## src/rtl/atf_pkg.sv

```systemverilog
// Shared types and constants for the auto-track-frequency period meter.
package atf_pkg;

  typedef enum logic [1:0] {
    IDLE,
    ARM,
    MEAS
  } atf_state_e;

  localparam logic ATF_MODE_HIGH   = 1'b0;
  localparam logic ATF_MODE_PERIOD = 1'b1;

endpackage

```

## src/rtl/atf_sync_edge.sv

```systemverilog
// Synchroniser chain for the asynchronous reference plus rise/fall detection.
module atf_sync_edge #(
  parameter int SYNC_STAGES = 2
) (
  input  logic clk,
  input  logic rst_n,
  input  logic fin,
  output logic fin_s,
  output logic rise,
  output logic fall
);

  logic [SYNC_STAGES-1:0] sync_q;
  logic                   fin_s_d;

  always_ff @(posedge clk or negedge rst_n) begin
    if (!rst_n) begin
      sync_q  <= '0;
      fin_s_d <= 1'b0;
    end else begin
      sync_q  <= {sync_q[SYNC_STAGES-2:0], fin};
      fin_s_d <= sync_q[SYNC_STAGES-1];
    end
  end

  always_comb begin
    fin_s = sync_q[SYNC_STAGES-1];
    rise  = fin_s & ~fin_s_d;
    fall  = ~fin_s & fin_s_d;
  end

endmodule

```

## src/rtl/atf_period_meter.sv

```systemverilog
// Measures high-time or period of a synchronised reference in clk cycles,
// averages 2^AVG_LOG2 samples and publishes a frequency word.
module atf_period_meter
  import atf_pkg::*;
#(
  parameter int CNT_W       = 16,
  parameter int SYNC_STAGES = 2,
  parameter int AVG_LOG2    = 2
) (
  input  logic             clk,
  input  logic             rst_n,
  input  logic             en,
  input  logic             mode,
  input  logic             fin,
  output logic [CNT_W-1:0] raw_w,
  output logic             raw_vld,
  output logic [CNT_W-1:0] fin_w,
  output logic             fin_w_vld,
  output logic             lost
);

  localparam int ACC_W  = CNT_W + AVG_LOG2;
  localparam int NACC_W = AVG_LOG2 + 1;
  localparam logic [NACC_W-1:0] NACC_LAST = NACC_W'((1 << AVG_LOG2) - 1);
  localparam logic [CNT_W-1:0]  CNT_MAX   = '1;

  atf_state_e state, state_nxt;

  logic              fin_s, rise, fall;
  logic              start_ev, end_ev, mode_d, mode_chg;
  logic [CNT_W-1:0]  cnt;
  logic [ACC_W-1:0]  acc, acc_sum;
  logic [NACC_W-1:0] nacc;
  logic              do_start, do_sample, do_count, do_timeout, clr_all, clr_avg;

  atf_sync_edge #(
    .SYNC_STAGES(SYNC_STAGES)
  ) u_sync_edge (
    .clk   (clk),
    .rst_n (rst_n),
    .fin   (fin),
    .fin_s (fin_s),
    .rise  (rise),
    .fall  (fall)
  );

  assign start_ev = rise & fin_s;
  assign end_ev   = (mode == ATF_MODE_PERIOD) ? rise : fall;
  assign mode_chg = (mode != mode_d);
  assign acc_sum  = acc + ACC_W'(cnt);

  always_ff @(posedge clk or negedge rst_n) begin
    if (!rst_n) state <= IDLE;
    else        state <= state_nxt;
  end

  // Priority: en low, then mode change, then end event, then saturation.
  always_comb begin
    state_nxt  = state;
    do_start   = 1'b0;
    do_sample  = 1'b0;
    do_count   = 1'b0;
    do_timeout = 1'b0;
    clr_all    = 1'b0;
    clr_avg    = 1'b0;
    if (!en) begin
      state_nxt = IDLE;
      clr_all   = 1'b1;
    end else begin
      unique case (state)
        IDLE: state_nxt = ARM;
        ARM: begin
          if (mode_chg) begin
            clr_avg = 1'b1;
          end else if (start_ev) begin
            do_start  = 1'b1;
            state_nxt = MEAS;
          end
        end
        MEAS: begin
          if (mode_chg) begin
            clr_avg   = 1'b1;
            state_nxt = ARM;
          end else if (end_ev) begin
            do_sample = 1'b1;
            if (mode == ATF_MODE_PERIOD) do_start = 1'b1;
            else                         state_nxt = ARM;
          end else if (cnt == CNT_MAX) begin
            do_timeout = 1'b1;
            state_nxt  = ARM;
          end else begin
            do_count = 1'b1;
          end
        end
        default: state_nxt = IDLE;
      endcase
    end
  end

  always_ff @(posedge clk or negedge rst_n) begin
    if (!rst_n) begin
      mode_d    <= 1'b0;
      cnt       <= '0;
      acc       <= '0;
      nacc      <= '0;
      raw_w     <= '0;
      raw_vld   <= 1'b0;
      fin_w     <= '0;
      fin_w_vld <= 1'b0;
      lost      <= 1'b0;
    end else begin
      mode_d    <= mode;
      raw_vld   <= 1'b0;
      fin_w_vld <= 1'b0;
      if (clr_all) begin
        cnt  <= '0;
        acc  <= '0;
        nacc <= '0;
      end
      if (clr_avg) begin
        acc  <= '0;
        nacc <= '0;
      end
      if (do_count) cnt <= cnt + CNT_W'(1);
      if (do_timeout) begin
        lost <= 1'b1;
        cnt  <= '0;
        acc  <= '0;
        nacc <= '0;
      end
      if (do_sample) begin
        raw_w   <= cnt;
        raw_vld <= 1'b1;
        lost    <= 1'b0;
        if (nacc == NACC_LAST) begin
          fin_w     <= acc_sum[AVG_LOG2 +: CNT_W];
          fin_w_vld <= 1'b1;
          acc       <= '0;
          nacc      <= '0;
        end else begin
          acc  <= acc_sum;
          nacc <= nacc + NACC_W'(1);
        end
      end
      // Period mode restarts the count on the same rise that closed the sample.
      if (do_start) cnt <= CNT_W'(1);
    end
  end

endmodule
```

## config.mk

```make
export PLATFORM = sky130hd
export DESIGN_NAME = atf_period_meter
export DESIGN_NICKNAME = d
export VERILOG_FILES = /design/src/rtl/atf_pkg.sv /design/src/rtl/atf_sync_edge.sv /design/src/rtl/atf_period_meter.sv
export SDC_FILE = /design/constraint.sdc
export NUM_CORES = 1
export LEC_CHECK = 0
export CAP_MARGIN = 20
export CELL_PAD_IN_SITES_DETAIL_PLACEMENT = 1
export CELL_PAD_IN_SITES_GLOBAL_PLACEMENT = 1
export CORE_ASPECT_RATIO = 0.5
export CORE_MARGIN = 2
export CORE_UTILIZATION = 31
export CTS_BUF_LIST = sky130_fd_sc_hd__clkbuf_16
export DETAILED_ROUTE_END_ITERATION = 16
export HOLD_SLACK_MARGIN = 0.06
export PLACE_DENSITY_LB_ADDON = 0.1
export SETUP_SLACK_MARGIN = 0.2
export SKIP_LAST_GASP = 1
export SYNTH_ARGS = -nofsm -noshare
export SYNTH_HDL_FRONTEND = slang
export SYNTH_SLANG_ARGS = --single-unit
```

## constraint.sdc

```tcl
create_clock -name clk -period 3.33 [get_ports clk]
set_clock_uncertainty 0.1 [all_clocks]
set_input_delay 0.8325 -clock clk [delete_from_list [all_inputs] [get_ports clk]]
set_output_delay 0.8325 -clock clk [all_outputs]
set_load 0.005 [all_outputs]
```

==> out/results.ini <==
[status]
status=finished, final reports clean

[yosys]
syn_avg_cell_area_um2=9.60
ys_warn_count=0
ys_seq_elements=78
synth_top_area_cell=dfrtp_1
synth_edf_count=0
synth_area_leaders=dfrtp_1 (47%), nand2_1 (8.5%), ha_1 (6.6%)
yosys.cell_types.count=61
synth_ff_type=dfrtp_1
syn_nets=465
async_flop_share=1.00
synth_top_area_frac=0.465
ys_seq_area_frac=0.465
synth_cells=437
syn_area_um2=4190

[power]
p_int_uw=1710
p_switching_uw=598
swShare=0.260
power_leakage_uw=0.00237
p_per_area_nw_per_um2=449
power_uw=2300
ir_worst_vdd_mv=0.200
power_frac_seq=0.425
comb_power_share=0.093
share_clk_of_total_power=0.482

[cts]
ctsHoldBuffers=0
cts_buffers=9
cts.clk_slew.worst_paths_ns=0.07
htreeDepth=3
cts_root_buf=clkbuf_16
cts.sinks=78
post_cts_buffers=0
cts_tree=built
cts-resized-gates=0
clock_latency_ns=0.35
clock_path_buffers=2

[worst_setup_path]
slowest_stage=dfrtp_1
cp_top_family=compound AO/OA/AOI/OAI gates
cp_max_fo=6
critPathBufInv=0
end_kind=flip-flop
path_cells=ha_1 > fa_1 > a21o_1 > a21oi_1 > a21oi_1 > a211oi_1 > xor2_1 > o21ai_0
crit_path_frequent_cell=a21oi_1
required_ns=3.46
path_class=flip-flop to flip-flop
slowest_delay_ns=0.47
crit_path_start_kind=flip-flop
cp.arrival_ns=2.80

[cells_and_area]
nets=511
layout_common_cells=nand2_1 (95), dfrtp_1 (78), clkdlybuf4s50_1 (38), o21ai_0 (28), nor2_1 (28)
layout_commonest_cell=nand2_1
area_growth_pct=22.4
final_area_um2=5130
fin_util=0.397
drive_gt1_frac=0.111
diodes=0
nFillCells=1491

[timing]
fin_crit_ns=2.68
setup_viol=0
maxSlewHeadroom=0.584
tightest_slew_ns=0.624
fmax_mhz=374
final.period_utilization=0.803
layout_setup_ws_ns=0.655
finalMaxSlewViolations=0
rsz0062_at_grt=false
final_hold_viol_count=0
finalSetupTns_ns=0

[global_routing]
grt_pass1_vias=3357
grt_pass1_wl_um=18900
grt_usage=0.170
grt_antenna_before_repair=0
overflow=0
grt_start_max_net_pins=45

[route]
routed_wl_um=11300
first_iter_violations=193
vias=3242
drcViolationCount=0
ant_nets=0
drt-wirelength-per-cell_um=17.2
dr.pass1.iters=4
viasPerCell=4.93

[flow_run]
drv_cap=0

[floorplanning]
die_area_um2=14500
fp.coreArea_um2=12900
die_w_um=168
boundaryPins=40
start_util=0.325
std_cell_rows=29
fp.dieH_um=86.2

[placement]
port_buffers=39
gp_congestion=0.791
place_area_um2=4810
dp_slack_ns=0.300
hpwl_um=8320

[hold_path]
hold_class=flip-flop to flip-flop

[final timing paths]
kind | start | end | slack [ns] | cells past startpoint
max | cnt[0] | fin_w[14] | 0.65 | 8
min | u_sync_edge.sync_q[0] | u_sync_edge.sync_q[1] | 0.24 | 0
max reg2reg | cnt[0] | fin_w[14] | 0.65 | 8
min reg2reg | u_sync_edge.sync_q[0] | u_sync_edge.sync_q[1] | 0.24 | 0
max in group asynchronous | rst_n | state[1] | 2.04 | 2
min in group asynchronous | rst_n | fin_w[14] | 0.38 | 1
[metrics by stage]
step | hold WS (ns) | std cells
2_1_floorplan | 0.231 | 437
3_3_place_gp | 0.238 | 642
3_5_place_dp | 0.241 | 642
4_1_cts | 0.247 | 658
5_1_grt | 0.244 | 658
6_report | 0.241 | 658
[power groups by stage]
stage / combinational [uW] / clock [uW] / sequential, uW
final: 213 / 1110 / 980
after global routing: 244 / 1180 / 982
after CTS: 220 / 1140 / 979
after detailed placement: 218 / 0 / 998
after global placement: 214 / 0 / 996
after floorplan: 141 / 0 / 993
[cell families (layout without fill, tap and decap cells)]
kind of cell / count (synthesis) / count (layout) / share of synthesized area
compound gates: 92 / 92 / 0.145
fa+ha+maj: 23 / 23 / 0.0704
mux: 8 / 8 / 0.0212
simple gates: 178 / 178 / 0.206
xor+xnor: 29 / 29 / 0.0606
flops: 78 / 78 / 0.465
buf+inv: 29 / 80 / 0.0313
[sequential cells by signal (all words and copies together) (netlist names)]
name	count
cnt	16
u_sync_edge.fin_s_d	1
fin_w_vld	1
u_sync_edge.sync_q	2
raw_vld	1
fin_w	16
state	2
lost	1
nacc	3
mode_d	1
raw_w	16
acc	18
[area by class of cell]
type | count | area [um^2] | area share
Clock buffer | 9 | 225 | 0.0439
Sequential cell | 78 | 1950 | 0.380
Clock inverter | 7 | 103 | 0.0200
Tap cell | 170 | 213 | 0.0414
Timing Repair Buffer | 52 | 485 | 0.0946
Inverter | 12 | 45.0 | 0.00877
Multi-Input combinational cell | 330 | 2110 | 0.411
[routing by layer]
metal,global-route usage,part of all wire,vias up
met3,0.0393,0.027,10
met4,0.0423,0.0084,0
met2,0.240,0.40,38
met1,0.259,0.57,1583
met5,0,0,-
li1,-,-,1611
[cells in the mapped netlist, types with 2 or more instances]
library cell,count
buf_6,2
and4_4,2
nor3b_1,2
nor4_1,2
and3_2,2
o2bb2ai_1,2
nor2b_1,5
a22o_1,11
o211ai_1,2
and4_2,2
clkbuf_1,8
nand2b_1,3
inv_2,2
nor3_1,7
nand3_1,7
nand4_1,5
and3_1,2
mux2i_1,4
dfrtp_1,78
or3_1,3
nor2_1,28
nand2_1,95
buf_2,5
a21oi_1,21
o21a_1,5
xnor2_1,21
inv_1,10
nor4_2,3
a21o_1,5
ha_1,22
xor2_1,8
o22ai_1,4
nor4b_1,2
o21ai_0,28
mux2_2,3
Power figures use the tool's default switching activity.
